### config.mk
export PLATFORM = sky130hd
export DESIGN_NAME = dac_arbiter
export DESIGN_NICKNAME = d
export VERILOG_FILES = /design/src/rtl/dac_arbiter.sv
export SDC_FILE = /design/constraint.sdc
export NUM_CORES = 1
export LEC_CHECK = 0
export ABC_AREA = 0
export BUFFER_PORTS_ARGS = -buffer_cell sky130_fd_sc_hd__buf_2
export CAP_MARGIN = 20
export CORE_MARGIN = 2
export CORE_UTILIZATION = 25
export CTS_BUF_LIST = sky130_fd_sc_hd__clkbuf_16
export DETAILED_ROUTE_END_ITERATION = 8
export PLACE_DENSITY = 0.48
export REMOVE_ABC_BUFFERS = 1
export SYNTH_ARGS = -nofsm -noshare
export SYNTH_HDL_FRONTEND = slang
export SYNTH_SLANG_ARGS = --single-unit
### constraint.sdc
create_clock -name i_Clk -period 2.7 [get_ports i_Clk]
set_input_delay 0.27 -clock i_Clk [delete_from_list [all_inputs] [get_ports i_Clk]]
set_output_delay 0.27 -clock i_Clk [all_outputs]
set_load 0.1 [all_outputs]
### src/rtl/dac_arbiter.sv
// Two-source arbiter in front of the DAC121S101 SPI frame engine: one-deep
// pending slot per requester, round-robin service, CS-high gap and done watchdog.
module dac_arb_slot (
  input  logic        i_Clk,
  input  logic        rst_n,
  input  logic        start,
  input  logic [11:0] data,
  input  logic        grant,
  output logic        pend,
  output logic [11:0] slot_data
);
  // A start in the grant cycle wins: the grant already took the old code.
  always_ff @(posedge i_Clk or negedge rst_n) begin
    if (!rst_n) begin
      pend      <= 1'b0;
      slot_data <= '0;
    end else if (start) begin
      pend      <= 1'b1;
      slot_data <= data;
    end else if (grant) begin
      pend      <= 1'b0;
    end
  end
endmodule

module dac_arbiter #(
  parameter int GAP_CYCLES     = 2,
  parameter int TIMEOUT_CYCLES = 1024
) (
  input  logic        i_Clk,
  input  logic        rst_n,
  input  logic        req0_start,
  input  logic [11:0] req0_data,
  output logic        req0_busy,
  output logic        req0_done,
  input  logic        req1_start,
  input  logic [11:0] req1_data,
  output logic        req1_busy,
  output logic        req1_done,
  output logic        dac_start,
  output logic [11:0] dac_data,
  input  logic        dac_done,
  output logic [1:0]  o_grant,
  output logic        o_timeout
);
  localparam int NUM_REQ = 2;

  localparam logic [1:0] S_IDLE  = 2'd0;
  localparam logic [1:0] S_ISSUE = 2'd1;
  localparam logic [1:0] S_WAIT  = 2'd2;
  localparam logic [1:0] S_GAP   = 2'd3;

  localparam logic [15:0] TMO_LAST  = 16'(TIMEOUT_CYCLES - 1);
  localparam logic [15:0] GAP_LAST  = 16'((GAP_CYCLES > 0) ? GAP_CYCLES - 1 : 0);
  localparam logic [1:0]  S_AFTER   = (GAP_CYCLES == 0) ? S_IDLE : S_GAP;

  logic [1:0]                    state;
  logic                          last_grant;
  logic                          sel;
  logic [15:0]                   timer;
  logic [15:0]                   gap_cnt;
  logic [NUM_REQ-1:0]            req_start;
  logic [NUM_REQ-1:0]            pend;
  logic [NUM_REQ-1:0]            grant_vec;
  logic [NUM_REQ-1:0]            req_done;
  logic [NUM_REQ-1:0][11:0]      req_data;
  logic [NUM_REQ-1:0][11:0]      slot_data;

  assign req_start = {req1_start, req0_start};
  assign req_data  = {req1_data, req0_data};

  for (genvar gi = 0; gi < NUM_REQ; gi++) begin : g_slot
    dac_arb_slot u_slot (
      .i_Clk     (i_Clk),
      .rst_n     (rst_n),
      .start     (req_start[gi]),
      .data      (req_data[gi]),
      .grant     (grant_vec[gi]),
      .pend      (pend[gi]),
      .slot_data (slot_data[gi])
    );
  end

  // On a tie the requester that did not own the previous frame goes next.
  always_comb begin
    sel       = (&pend) ? ~last_grant : pend[1];
    grant_vec = '0;
    if (state == S_IDLE && |pend) grant_vec[sel] = 1'b1;
  end

  assign req0_busy = pend[0] | (o_grant[0] & (state == S_ISSUE || state == S_WAIT));
  assign req1_busy = pend[1] | (o_grant[1] & (state == S_ISSUE || state == S_WAIT));
  assign req0_done = req_done[0];
  assign req1_done = req_done[1];

  always_ff @(posedge i_Clk or negedge rst_n) begin
    if (!rst_n) begin
      state      <= S_IDLE;
      last_grant <= 1'b1;
      o_grant    <= '0;
      dac_start  <= 1'b0;
      dac_data   <= '0;
      req_done   <= '0;
      o_timeout  <= 1'b0;
      timer      <= '0;
      gap_cnt    <= '0;
    end else begin
      dac_start <= 1'b0;
      req_done  <= '0;
      o_timeout <= 1'b0;
      case (state)
        S_IDLE: begin
          if (|pend) begin
            dac_data   <= slot_data[sel];
            o_grant    <= grant_vec;
            last_grant <= sel;
            state      <= S_ISSUE;
          end
        end
        S_ISSUE: begin
          dac_start <= 1'b1;
          timer     <= '0;
          state     <= S_WAIT;
        end
        S_WAIT: begin
          if (dac_done) begin
            req_done <= o_grant;
            o_grant  <= '0;
            gap_cnt  <= '0;
            state    <= S_AFTER;
          end else if (timer == TMO_LAST) begin
            o_timeout <= 1'b1;
            req_done  <= o_grant;
            o_grant   <= '0;
            gap_cnt   <= '0;
            state     <= S_AFTER;
          end else begin
            timer <= timer + 16'd1;
          end
        end
        S_GAP: begin
          if (gap_cnt == GAP_LAST) state <= S_IDLE;
          else                     gap_cnt <= gap_cnt + 16'd1;
        end
        default: state <= S_IDLE;
      endcase
    end
  end
endmodule

==> metrics.txt, run 1 <==
result of the run=finished clean; Pins Over Slew Limit=0; Final min period=2190 ps; Worst Setup End Kind=flip-flop; number of buffers inserted to repair setup after CTS=0; largest stage delay on the critical path=500 ps; commonest cells after routing, fill and taps aside=78 x sky130_fd_sc_hd__dfrtp_1, 47 x sky130_fd_sc_hd__buf_2, 44 x sky130_fd_sc_hd__nand2_1; largest net degree at the start of global routing=80; number of distinct library cells after synthesis=51; relative contribution of sequential cells to total power=0.313; total overflow reported by the global router=0; internal power=2.777 mW; area taken by flip-flops and latches=1978 um2; dominant cell type by count on the critical path=sky130_fd_sc_hd__a21o_1; Layout fillers=1482; first-pass GRT wire length=15190 um; Vert. Die Dim=126.5 um; buffer and inverter count on the worst path=0; gate family responsible for the most delay along the worst path=compound AO/OA/AOI/OAI gates; HPWL after detailed placement=6075 um; Clock Skews=10.77 ps; part of the total power dissipated in combinational logic=0.439; CTS root buf=sky130_fd_sc_hd__clkbuf_16; Net Switching=2.344 mW; setup repair after global routing missed its margin=no; share of the cycle needed by the critical path after routing=0.8111; hold violation total from the final report=0; total power divided by cell area=1120 nW/um2; count of mapped cells out of synthesis=357; Vias=2947; CTS sink count=79; required time of the critical path=2930 ps; post-place setup slack=530.8 ps; most common cell after layout, fill and taps aside=sky130_fd_sc_hd__dfrtp_1; Core Footprint=14590 um2; 1st-pass router iterations=5; classification of the worst setup path=reg2reg; area delta synth->final=21.81%; cells resized by post-CTS repair=0; ports placed on the boundary=49; Post-Synthesis Cell Area=3752 um2; number of flops mapped to enable cells by yosys=0; peak fanout along the critical path=13; number of global-route vias before repair=2941; TNS Setup=0 ps; arrival time of data at the critical path endpoint=2420 ps; DRC errors left=0; count of buffers from port buffering=48; async set-reset flop share out of synthesis=1.000; min setup slack post-route=510.0 ps; row count=44; Clock Latency Late Sink=330 ps; Rel. slew slack=0.5384; initial standard-cell utilization of the core=0.2572; min-delay worst type=in2reg; ANT cells=0; Total Die Area=16000 um2; worst supply voltage drop on vdd=0.6267 mV; cell at the slowest stage of the critical path=sky130_fd_sc_hd__a211o_1; post-route core utilization=0.3133; CTS tree=yes; critical-path cell list=ha_1, and4_1, a41oi_2, a211o_1, a21o_1, a21o_1; number of synthesis warnings=0; antenna violations before repair=0; 1st-iter DRT viols=164; cells taking the most area after synthesis=sky130_fd_sc_hd__dfrtp_1 52%, sky130_fd_sc_hd__mux2_2 7.5%, sky130_fd_sc_hd__nand2_1 4.4%, sky130_fd_sc_hd__a222oi_1 3.2%, sky130_fd_sc_hd__inv_1 2.7%; Clock Path Buffers=2; commonest register cell after synthesis=sky130_fd_sc_hd__dfrtp_1; post-synthesis sequential element count=79; Maximum Capacitance Violations=0; fraction of the yosys area taken by sequential cells=0.5272; detail-routed net length per standard cell=15.14 um; share of the synthesized area in the top cell type=0.5202; CTS H-tree lvls=3; TritonCTS Buffers=9; average size of a mapped cell=10.51 um2; count of nets after finishing=446; largest area contributor in the netlist=sky130_fd_sc_hd__dfrtp_1; footprint of the multi-input gates=1612 um2; Sw Share=0.4577; Critical Path Start Type=flip-flop; post-DR vias/cell=4.920; final RePlAce weighted congestion=0.7618; fraction of layout instances using a drive strength above 1=0.2482; leakage dissipation=2.088 nW; WL final=9071 um; power share of the clock group=0.248; number of setup violations in the final report=0; measured slew at the worst slew-check pin=686.1 ps; combined global-route utilization of all metal layers=0.1173; die outline width=126.5 um; Max Clock Freq=0.4566 GHz; number of nets still failing antenna checks after routing=0; clock slew seen by the registers of the worst setup and hold paths=60 ps
## sequential cells by signal, summed over array words and instances (netlist names)
signal                   flops
dac_data                    12
dac_start                    1
g_slot.u_slot.pend           2
g_slot.u_slot.slot_data     24
gap_cnt                     16
last_grant                   1
o_grant                      2
o_timeout                    1
req_done                     2
state                        2
timer                       16
## metrics by stage
step                instance area, um2  total power [mW]  cells  hold WS [ps]
floorplan                         3686             3.254    341        -25.59
global placement                  4224             3.851    581         459.6
detailed placement                4224             3.875    581         473.4
CTS                               4533             5.175    597         145.6
global route                      4571             5.419    599         154.8
finish                            4571             5.121    599         162.6
## cell families (layout without fill, tap and decap cells)
family	after synthesis	in the layout	synth area share
AOI/OAI and AO/OA	87	87	0.1617
adders and majority gates	7	7	0.02334
xor gates and xnor gates	6	6	0.01400
buffers and inverters	43	101	0.04468
muxes	25	25	0.07503
DFF	79	79	0.5272
and+or+nand+nor	110	110	0.1541
## final timing paths
| path | from | end | slack [ps] | depth (start not counted) |
|---|---|---|---|---|
| worst max-delay path | timer[0]$_DFFE_PN0P_ | gap_cnt[9]$_DFFE_PN0P_ | 510 | 6 |
| worst max register to register | timer[0]$_DFFE_PN0P_ | gap_cnt[9]$_DFFE_PN0P_ | 510 | 6 |
| min in group asynchronous | rst_n | g_slot[0].u_slot.slot_data[0]$_DFFE_PN0P_ | 320 | 2 |
| max in group asynchronous | rst_n | dac_start$_DFF_PN0_ | 1800 | 3 |
| worst min register to register | last_grant$_DFFE_PN1N_ | last_grant$_DFFE_PN1N_ | 480 | 2 |
| worst min-delay path | req1_data[6] | g_slot[1].u_slot.slot_data[6]$_DFFE_PN0P_ | 160 | 2 |
## cells in the mapped netlist (3+ instances only)
library cell / count
sky130_fd_sc_hd__dfrtp_1: 78
sky130_fd_sc_hd__a21o_1: 4
sky130_fd_sc_hd__o22ai_1: 3
sky130_fd_sc_hd__o21ai_0: 18
sky130_fd_sc_hd__and4_1: 5
sky130_fd_sc_hd__buf_2: 5
sky130_fd_sc_hd__o31ai_1: 5
sky130_fd_sc_hd__clkbuf_1: 8
sky130_fd_sc_hd__a222oi_1: 12
sky130_fd_sc_hd__inv_1: 27
sky130_fd_sc_hd__o21ai_1: 13
sky130_fd_sc_hd__a21oi_1: 12
sky130_fd_sc_hd__nand4_1: 8
sky130_fd_sc_hd__ha_1: 7
sky130_fd_sc_hd__xor2_1: 5
sky130_fd_sc_hd__nor4_1: 4
sky130_fd_sc_hd__a31oi_1: 3
sky130_fd_sc_hd__nor3_1: 3
sky130_fd_sc_hd__nand2_1: 44
sky130_fd_sc_hd__mux2_2: 25
sky130_fd_sc_hd__nor2_1: 12
sky130_fd_sc_hd__buf_1: 3
sky130_fd_sc_hd__nand3_1: 13
sky130_fd_sc_hd__and3_1: 9
## per-layer routing
layer	global-route usage	wire, um	share of wire
met1	0.1561	4188	0.46
met4	0.02973	63	0.0069
met5	0	0	0
met3	0.04091	521	0.057
met2	0.1831	4298	0.47
## worst reg2reg max path, delay by kind of cell, from the launching register on
family	cells	cell delay, ps
compound gates	4	1160
fa+ha+maj	1	210
simple gates	1	330
flops	1	390
## final cells by class
class	instances	area share
Clock buffer	9	0.04927
Clock inverter	7	0.01834
Inverter	27	0.02217
Multi-Input combinational cell	235	0.3526
Sequential cell	79	0.4328
Tap cell	184	0.05037
Timing Repair Buffer	58	0.07446
## power groups by stage
stage,clock network [mW],registers [mW],logic (mW)
2_1_floorplan,0,2.34,0.912
3_3_place_gp,0,1.61,2.24
3_5_place_dp,0,1.62,2.26
4_1_cts,1.31,1.60,2.26
5_1_grt,1.36,1.64,2.42
6_report,1.27,1.60,2.25
## repair_timing
action / CTS / global route
setup endpoints to repair: 0 / 0
endpoints found under the hold margin: 0 / 11
hold buffers: 0 / 1
Note: power is estimated with default switching activity, not from simulation.
==> inputs of run 2 (changes only) <==
- clock period: 2.7 -> 2.3 ns (I/O delays scaled with it)
==> run 2 against run 1 <==
Net effect: critical path depth is 1 higher; non-clock buffer count is 5 higher; die area stayed put; routed wire length is 2.4% lower; highest routed layer unchanged; worst setup slack worse by 350 ps; via count is 1.0% higher; worst hold slack worse by 41 ps; first-iteration DRC count is 19% higher.
==> metrics.txt, run 2 (same netlist as run 1, synthesis figures left out) <==
result of the run=finished clean; area after detailed placement=4282 um2 (+1.4%); reg-to-reg slack, setup=160 ps (-350 ps); relative contribution of sequential cells to total power=0.321 (+0.008); TritonCTS Buffers=9 (unchanged); number of nets still failing antenna checks after routing=0 (unchanged); length in cells of the worst reg-to-reg path=7 (+1); Reg-to-Reg Start=timer[0]$_DFFE_PN0P_; gate family responsible for the most delay along the worst path=simple AND/OR/NAND/NOR gates; ports placed on the boundary=49 (unchanged); area delta synth->final=21.91% (about the same); clock slew seen by the registers of the worst setup and hold paths=70 ps (about the same); internal power=3.077 mW (+11%); Worst Setup End Kind=flip-flop; HPWL after detailed placement=6146 um (+1.2%); CTS H-tree lvls=3 (unchanged); share of the cycle needed by the critical path after routing=0.9324 (+0.1213); CTS sink count=79 (unchanged); min setup slack post-route=155.5 ps (-354.5 ps); hold violation total from the final report=0 (unchanged); Max Clock Freq=0.4663 GHz (+2.1%); peak fanout along the critical path=15 (+2); post-DR vias/cell=4.929 (+0.18%); Clock Path Buffers=2 (unchanged); cells resized by post-CTS repair=0 (unchanged); Core Footprint=14590 um2 (unchanged); fraction of layout instances using a drive strength above 1=0.2619 (+0.01371); part of the total power dissipated in combinational logic=0.449 (+0.010); ANT cells=0 (unchanged); CTS tree=yes; power share of the clock group=0.230 (-0.018); Sw Share=0.4739 (+0.01617); final RePlAce weighted congestion=0.7617 (about the same); DRC errors left=0 (unchanged); number of global-route vias before repair=2998 (+1.9%); measured slew at the worst slew-check pin=572.2 ps (-113.9 ps); register with the highest flop count=g_slot.u_slot.slot_data; TNS Setup=0 ps (unchanged); Critical path origin=timer[0]$_DFFE_PN0P_; combined global-route utilization of all metal layers=0.1169 (-0.0004056); buffer and inverter count on the worst path=1 (+1); arrival time of data at the critical path endpoint=2360 ps (-60 ps); Reg2Reg Capture Point=state[1]$_DFFE_PN0P_; Net Switching=2.771 mW (+18%); cell count along the critical path=7 (+1); top flop regs=g_slot.u_slot.slot_data x24, gap_cnt x16, timer x16; setup repair after global routing missed its margin=no; worst supply voltage drop on vdd=0.6124 mV (-2.3%); 1st-pass router iterations=4 (-1); commonest cells after routing, fill and taps aside=78 x sky130_fd_sc_hd__dfrtp_1, 47 x sky130_fd_sc_hd__buf_2, 44 x sky130_fd_sc_hd__nand2_1; total overflow reported by the global router=0 (unchanged); post-place setup slack=181.7 ps (-349.2 ps); row count=44 (unchanged); Total Die Area=16000 um2 (unchanged); Clock Skews=6.451 ps (-4.315 ps); first-pass GRT wire length=15150 um (-0.27%); antenna violations before repair=0 (unchanged); Pins Over Slew Limit=0 (unchanged); largest net degree at the start of global routing=44 (-45%); 1st-iter DRT viols=195 (+19%); total power=5.848 mW (+14%); min-delay worst type=in2reg; cell at the slowest stage of the critical path=sky130_fd_sc_hd__dfrtp_1; Final min period=2145 ps (-45.50 ps); Rel. slew slack=0.6185 (+0.08015); Vert. Die Dim=126.5 um (unchanged); CTS root buf=sky130_fd_sc_hd__clkbuf_16; initial standard-cell utilization of the core=0.2572 (unchanged); critical-path cell list=ha_1, and4_1, a41o_4, buf_4, o31ai_1, nor2_1, mux2_2; Vias=2977 (+1.0%); Maximum Capacitance Violations=0 (unchanged); total power divided by cell area=1278 nW/um2 (+14%); WL final=8850 um (-2.4%); die outline width=126.5 um (unchanged); post-route core utilization=0.3136 (about the same); final std cell area, no fill=4574 um2 (about the same); most common cell after layout, fill and taps aside=sky130_fd_sc_hd__dfrtp_1; count of buffers from port buffering=48 (unchanged); endpoint of the worst setup timing path=state[1]$_DFFE_PN0P_; number of setup violations in the final report=0 (unchanged); flip-flop count of the largest register, all copies and words added=24 (unchanged); count of nets after finishing=451 (+1.1%); Clock Latency Late Sink=330 ps (about the same); leakage dissipation=2.090 nW (about the same); detail-routed net length per standard cell=14.65 um (-3.2%); classification of the worst setup path=reg2reg; required time of the critical path=2520 ps (-410 ps); largest stage delay on the critical path=390 ps (-110 ps); Critical Path Start Type=flip-flop
[run 2: cell types whose count changed in the layout (fill, tap and decap cells not counted)]
cell | before | now
sky130_fd_sc_hd__inv_6 | 0 | 2
sky130_fd_sc_hd__clkinv_4 | 0 | 2
sky130_fd_sc_hd__buf_4 | 9 | 14
sky130_fd_sc_hd__clkinv_2 | 1 | 0
sky130_fd_sc_hd__buf_12 | 0 | 1
sky130_fd_sc_hd__buf_16 | 1 | 0
sky130_fd_sc_hd__inv_1 | 30 | 28
sky130_fd_sc_hd__inv_8 | 0 | 1
sky130_fd_sc_hd__bufinv_16 | 2 | 0
[run 2: final cells by class]
cell class              count  area (um2)
clock buffers               9       225.2
clock inverters             7       57.56
fillers                  1469       10010
inverters                  27       101.3
multi-input cells         235        1612
flip-flops and latches     79        1978
well taps                 184       230.2
repair buffers             63       370.4
[run 2: worst min path at each step]
stage	start	end	slack (ps)	cells past startpoint
floorplan	rst_n	dac_data[0]$_DFFE_PN0N_	-70	0
global placement	rst_n	g_slot[0].u_slot.slot_data[5]$_DFFE_PN0P_	270	1
CTS	req0_data[10]	g_slot[0].u_slot.slot_data[10]$_DFFE_PN0P_	110	2
detailed placement	rst_n	g_slot[0].u_slot.slot_data[0]$_DFFE_PN0P_	270	1
global route	req1_data[5]	g_slot[1].u_slot.slot_data[5]$_DFFE_PN0P_	100	2
finish	req1_data[10]	g_slot[1].u_slot.slot_data[10]$_DFFE_PN0P_	120	2
[run 2: repair_timing]
| action | in CTS | in global routing |
|---|---|---|
| hold buffers | 1 | 0 |
| setup buffers | 0 | 0 |
| endpoints found under the hold margin | 41 | 0 |
[run 2: stage by stage]
| stage | hold slack (ps) | cells |
|---|---|---|
| final | 121.7 | 604 |
| after global routing | 102.4 | 604 |
| after CTS | 108.1 | 604 |
| after detailed placement | 272.6 | 587 |
| after global placement | 265.4 | 587 |
| after floorplan | -65.59 | 341 |
[run 2: power groups by stage]
stage               sequential [mW]  combinational, mW  clock (mW)
floorplan                      2.75               1.07           0
global placement               1.89               2.63           0
detailed placement             1.90               2.65           0
CTS                            1.88               2.65        1.40
global route                   1.92               2.85        1.46
finish                         1.88               2.63        1.34
[run 2: layer usage]
metal | share of wire | GRT usage | vias up
li1 | - | - | 1426
met1 | 0.48 | 0.1595 | 1483
met2 | 0.45 | 0.1758 | 59
met3 | 0.060 | 0.04218 | 9
met4 | 0.011 | 0.03167 | 0
met5 | 0 | 0 | -
